### config.mk
export PLATFORM = sky130hd
export DESIGN_NAME = mem_responder
export DESIGN_NICKNAME = d
export VERILOG_FILES = /design/src/rtl/mem_responder.sv
export SDC_FILE = /design/constraint.sdc
export NUM_CORES = 2
export LEC_CHECK = 0
export BUFFER_PORTS_ARGS = -buffer_cell sky130_fd_sc_hd__buf_2
export CAP_MARGIN = 25
export CORE_ASPECT_RATIO = 1.25
export CORE_MARGIN = 5
export CORE_UTILIZATION = 56
export DETAILED_ROUTE_END_ITERATION = 8
export MAX_ROUTING_LAYER = met4
export PLACE_DENSITY = 0.75
export SYNTH_ARGS = -nofsm -noshare
export SYNTH_HDL_FRONTEND = slang
export SYNTH_SLANG_ARGS = --single-unit
### constraint.sdc
create_clock -name i_clk -period 4.44 [get_ports i_clk]
set_input_delay 0.888 -clock i_clk [delete_from_list [all_inputs] [get_ports i_clk]]
set_output_delay 0.888 -clock i_clk [all_outputs]
set_load 0.005 [all_outputs]
### src/rtl/mem_responder.sv
// mem_responder: DEPTH x 64-bit word memory with pipelined reads, one-cycle writes, saturating
// access counters and a sticky range-error flag. Define MEM_RESP_CLEAR_EN for post-reset zero-fill.
module mem_responder #(
    parameter int unsigned DEPTH        = 64,
    parameter int unsigned READ_LATENCY = 1
) (
    input  logic        i_clk,
    input  logic        i_rst_n,
    input  logic        i_read_en,
    input  logic [63:0] i_read_addr,
    input  logic        i_write_en,
    input  logic [63:0] i_write_addr,
    input  logic [63:0] i_data,
    output logic [63:0] o_data,
    output logic        o_data_valid,
    output logic        o_ready,
    output logic        o_err,
    output logic [31:0] o_rd_count,
    output logic [31:0] o_wr_count
);

    localparam int unsigned AW = (DEPTH > 1) ? $clog2(DEPTH) : 1;

    typedef enum logic [1:0] {StReset, StClear, StReady} state_e;

    state_e                  state_q, state_d;
    logic                    rd_acc, wr_acc;
    logic                    rd_in_range, wr_in_range;
    logic [63:0]             rd_data;
    logic                    mem_we;
    logic [AW-1:0]           mem_waddr;
    logic [63:0]             mem_wdata;
    logic [63:0]             mem_q [DEPTH];
    logic [READ_LATENCY-1:0] pipe_vld_q, pipe_vld_d;
    logic [63:0]             pipe_data_q [READ_LATENCY];
    logic [63:0]             pipe_data_d [READ_LATENCY];
    logic                    err_q, err_d;
    logic [31:0]             rd_cnt_q, rd_cnt_d;
    logic [31:0]             wr_cnt_q, wr_cnt_d;
`ifdef MEM_RESP_CLEAR_EN
    logic [AW-1:0]           clr_addr_q, clr_addr_d;
`endif

    assign o_ready     = (state_q == StReady);
    assign rd_in_range = (i_read_addr < 64'(DEPTH));
    assign wr_in_range = (i_write_addr < 64'(DEPTH));
    assign rd_acc      = i_read_en & o_ready;
    assign wr_acc      = i_write_en & o_ready;

    always_comb begin
        state_d = state_q;
`ifdef MEM_RESP_CLEAR_EN
        clr_addr_d = clr_addr_q;
`endif
        unique case (state_q)
`ifdef MEM_RESP_CLEAR_EN
            // The first edge after release already clears word 0, so exactly DEPTH cycles busy.
            StReset, StClear: begin
                state_d    = StClear;
                clr_addr_d = clr_addr_q + 1'b1;
                if (clr_addr_q == AW'(DEPTH - 1)) begin
                    state_d    = StReady;
                    clr_addr_d = '0;
                end
            end
`else
            StReset: state_d = StReady;
            StClear: state_d = StReady;
`endif
            StReady: state_d = StReady;
            default: state_d = StReset;
        endcase
    end

    always_comb begin
        mem_we    = wr_acc & wr_in_range;
        mem_waddr = i_write_addr[AW-1:0];
        mem_wdata = i_data;
`ifdef MEM_RESP_CLEAR_EN
        if (state_q != StReady) begin
            mem_we    = 1'b1;
            mem_waddr = clr_addr_q;
            mem_wdata = '0;
        end
`endif
    end

    // Write-first: a same-edge write to the read address forwards the new data.
    always_comb begin
        rd_data = '0;
        if (rd_in_range) begin
            if (wr_acc && (i_write_addr == i_read_addr)) begin
                rd_data = i_data;
            end else begin
                rd_data = mem_q[i_read_addr[AW-1:0]];
            end
        end
    end

    always_comb begin
        pipe_vld_d[0]  = rd_acc;
        pipe_data_d[0] = rd_data;
        for (int i = 1; i < int'(READ_LATENCY); i++) begin
            pipe_vld_d[i]  = pipe_vld_q[i-1];
            pipe_data_d[i] = pipe_data_q[i-1];
        end
        // Last stage is the output register; it holds the previous response between pulses.
        if (!pipe_vld_d[READ_LATENCY-1]) begin
            pipe_data_d[READ_LATENCY-1] = pipe_data_q[READ_LATENCY-1];
        end
    end

    always_comb begin
        err_d    = err_q | (rd_acc & ~rd_in_range) | (wr_acc & ~wr_in_range);
        rd_cnt_d = rd_cnt_q;
        wr_cnt_d = wr_cnt_q;
        if (rd_acc && (rd_cnt_q != '1)) rd_cnt_d = rd_cnt_q + 32'd1;
        if (wr_acc && (wr_cnt_q != '1)) wr_cnt_d = wr_cnt_q + 32'd1;
    end

    always_ff @(posedge i_clk or negedge i_rst_n) begin
        if (!i_rst_n) begin
            state_q    <= StReset;
            pipe_vld_q <= '0;
            for (int i = 0; i < int'(READ_LATENCY); i++) pipe_data_q[i] <= '0;
            err_q      <= 1'b0;
            rd_cnt_q   <= '0;
            wr_cnt_q   <= '0;
`ifdef MEM_RESP_CLEAR_EN
            clr_addr_q <= '0;
`endif
        end else begin
            state_q    <= state_d;
            pipe_vld_q <= pipe_vld_d;
            for (int i = 0; i < int'(READ_LATENCY); i++) pipe_data_q[i] <= pipe_data_d[i];
            err_q      <= err_d;
            rd_cnt_q   <= rd_cnt_d;
            wr_cnt_q   <= wr_cnt_d;
`ifdef MEM_RESP_CLEAR_EN
            clr_addr_q <= clr_addr_d;
`endif
        end
    end

    // Storage is deliberately not reset.
    always_ff @(posedge i_clk) begin
        if (mem_we) mem_q[mem_waddr] <= mem_wdata;
    end

    assign o_data       = pipe_data_q[READ_LATENCY-1];
    assign o_data_valid = pipe_vld_q[READ_LATENCY-1];
    assign o_err        = err_q;
    assign o_rd_count   = rd_cnt_q;
    assign o_wr_count   = wr_cnt_q;

endmodule

==> results.txt <==
Status: finished, final reports clean
Cell count after synthesis: 8249
WL/cell: 36.4 um
Unique cell type count in the Yosys netlist: 64
Pwr Density: 430 mW/mm2
Share of the synthesized area in the top cell type: 74.8%
Final ANT Viol Nets: 0
Hold WS: 0.0292 ns
Final setup fails: 0
Die span in x: 495 um
Number of synthesized flops with an enable pin: 4096
Most numerous cell in the Yosys netlist: edfxtp_1
Fin nets: 9287
Sequential area share after synthesis: 76.8%
Worst Path Max Fanout: 25
Max Slew Vio Count: 0
Synth area leaders: edfxtp_1, mux4_2, mux2i_1, a221oi_1, dfrtp_1
Ys async rst share: 3.10%
CTS Sinks: 4227
Final Non-Filler Cells: 13400
Drt total wl: 486000 um
Layout area overhead: 15.2%
RSZ-0062 raised after global routing: false
Via count: 92300
Largest net degree at the start of global routing: 86
Worst skew pair latency: 0.92 ns
Final count of hold timing violations: 0
Skew final: 0.0396 ns
Max Clk Rate: 0.271 GHz
Total grt overflow: 0
Max Root-Sink Buffers: 4
P_leak: 63.2 nW
Peak supply drop: 0.000304 V
Worst setup SP type: flip-flop
Count of cells resized by post-cts repair: 0
Initial antenna violation count: 31
Total GRT Usage: 32.5%
Yosys warnings: 0
H-tree levels: 5
RR Endpoint: o_data[45]$_DFFE_PN0P_
Overall die height: 616 um
Worst EP required: 5.22 ns
Worst R2R Start: state_q[1]$_DFF_PN0_
Arr. time, crit path: 4.47 ns
Hold Crit Class: in2async
CTS Hold Bufs: 0
Crit end category: flip-flop
Main flop type after synthesis: edfxtp_1
Post-CTS setup buffers: 0
Period utilization: 83.1%
Area leader, netlist: edfxtp_1
Initial Util: 56.2%
Synthesized flop and latch total: 4227
Slew headroom: 26.4%
Setup CP Type: reg2reg
DRC Markers: 0
First-pass GRT wire length: 684000 um
Fillers: 18700
Placer Congestion: 0.930
Core area: 0.292 mm2
1st-pass router iterations: 9
# IOs: 327
Slew @ Worst Pin: 1.10 ns
Number of buffers created by CTS: 389
Root Buffer: clkbuf_16
CTS tree: built
DR vias/cell: 6.91
FF-to-FF setup slack: 0.75 ns
Hpwl dp: 300000 um
DRT iter0 DRCs: 14500
Clk slew on worst S/H paths: 0.06 ns
Cell Area, Synth: 0.164 mm2
DP Cell Count: 12600
Vias in the first global route: 91900
Max-Cap Viols: 0
Syn avg cell area: 19.9 um2
Mapped Nets: 8447
Die ar.: 0.305 mm2
Tmin final: 3.69 ns
Post-synth top cells: edfxtp_1, mux2i_1, mux4_2
Input/output buffers: 326
Worst reg2reg path depth: 10
Row count: 222
Layout cell share with drive strength beyond 1: 22.8%
-- logic make-up (layout without fill, tap and decap cells) --
logic type / after synthesis / in the layout / synth area share (%)
DFF: 4227 / 4227 / 76.8
muxes: 1530 / 1530 / 13.5
AOI/OAI and AO/OA: 1199 / 1199 / 5.41
and+or+nand+nor: 667 / 667 / 2.01
buffers and inverters: 513 / 1668 / 1.64
xor gates and xnor gates: 110 / 110 / 0.586
adders and majority gates: 2 / 2 / 0.0152
other: 1 / 31 / 0.00228
-- worst max path at each step --
stage | from | to | slack, ns
6_report | state_q[1]$_DFF_PN0_ | o_data[45]$_DFFE_PN0P_ | 0.75
3_5_place_dp | i_write_addr[9] | mem_q[61][56]$_DFFE_PP_ | 0.24
2_1_floorplan | i_write_addr[9] | mem_q[14][0]$_DFFE_PP_ | -1.01
4_1_cts | state_q[1]$_DFF_PN0_ | o_data[45]$_DFFE_PN0P_ | 1.03
3_3_place_gp | i_write_addr[12] | o_data[45]$_DFFE_PN0P_ | 0.02
5_1_grt | state_q[1]$_DFF_PN0_ | o_data[45]$_DFFE_PN0P_ | 0.78
-- layout make-up --
cell class	instances	area (um2)	area share, %
inverter	22	92.6	0.0489
sequential	4227	126000	66.7
antenna	30	75.1	0.0396
timing repair buffer	940	9630	5.08
tap	3920	4900	2.59
multi-input combinational	3509	36000	19.0
clock buffer	505	10500	5.57
clock inverter	201	1920	1.02
-- critical path, stage by stage (launching register included) --
cell       delay (ns)
dfrtp_1          0.46
nand2_1          0.28
a2111oi_0        0.89
nand4_1          0.28
nor3_1           0.47
buf_4            0.21
and2_2           0.20
buf_12           0.24
nor4_1           0.11
buf_4            0.14
o31ai_1          0.23
-- cells in the final DEF, fill, tap and decap left out, drive strengths merged, types with 14 or more instances in the layout --
cell type / Yosys / routed
mux4: 549 / 549
a221oi: 433 / 433
nor3: 43 / 43
nor4: 53 / 53
and3: 32 / 32
o31ai: 70 / 70
xnor2: 39 / 39
a221o: 39 / 39
o22ai: 14 / 14
inv: 21 / 34
edfxtp: 4096 / 4096
buf: 247 / 939
nor2: 154 / 154
nand2: 126 / 126
mux2i: 978 / 978
diode: 0 / 30
nand4: 29 / 29
o21ai: 243 / 243
nand2b: 31 / 31
xor2: 71 / 71
a32oi: 22 / 22
dfrtp: 131 / 131
clkinv: 1 / 134
bufinv: 0 / 33
clkinvlp: 0 / 22
a21oi: 76 / 76
a31oi: 29 / 29
nand3: 146 / 146
a22oi: 193 / 193
clkbuf: 244 / 506
-- flip-flops by register name, indices dropped and copies added (netlist names) --
name,count
o_err,1
o_data,64
o_data_valid,1
mem_q,4096
o_wr_count,32
state_q,1
o_rd_count,32
-- through the flow --
stage	worst slack, ns	utilization, %	instance area (um2)	total power, mW	TNS (ns)
2_1_floorplan	-1.01	-	164000	46.9	-2629.16
3_3_place_gp	0.0241	60.3	176000	48.9	0
3_5_place_dp	0.241	60.4	177000	49.0	0
4_1_cts	1.03	64.6	189000	81.5	0
5_1_grt	0.779	64.8	189000	83.5	0
6_report	0.751	64.8	189000	81.4	0
-- report_power, final --
part	internal [mW]	total [mW]	switching, mW
Clock	18.7	33.2	14.5
Combinational	1.55	4.45	2.90
Sequential	43.8	43.8	0.0859
Total	64.0	81.4	17.4
-- metal layers --
layer	track usage, %	part of all wire (%)	up-vias
met5	-	0	-
met1	40.6	33	47400
met3	7.14	12	1430
met4	16.8	6.4	0
li1	-	-	36300
met2	50.5	48	7207
(Power assumes the default switching activity.)
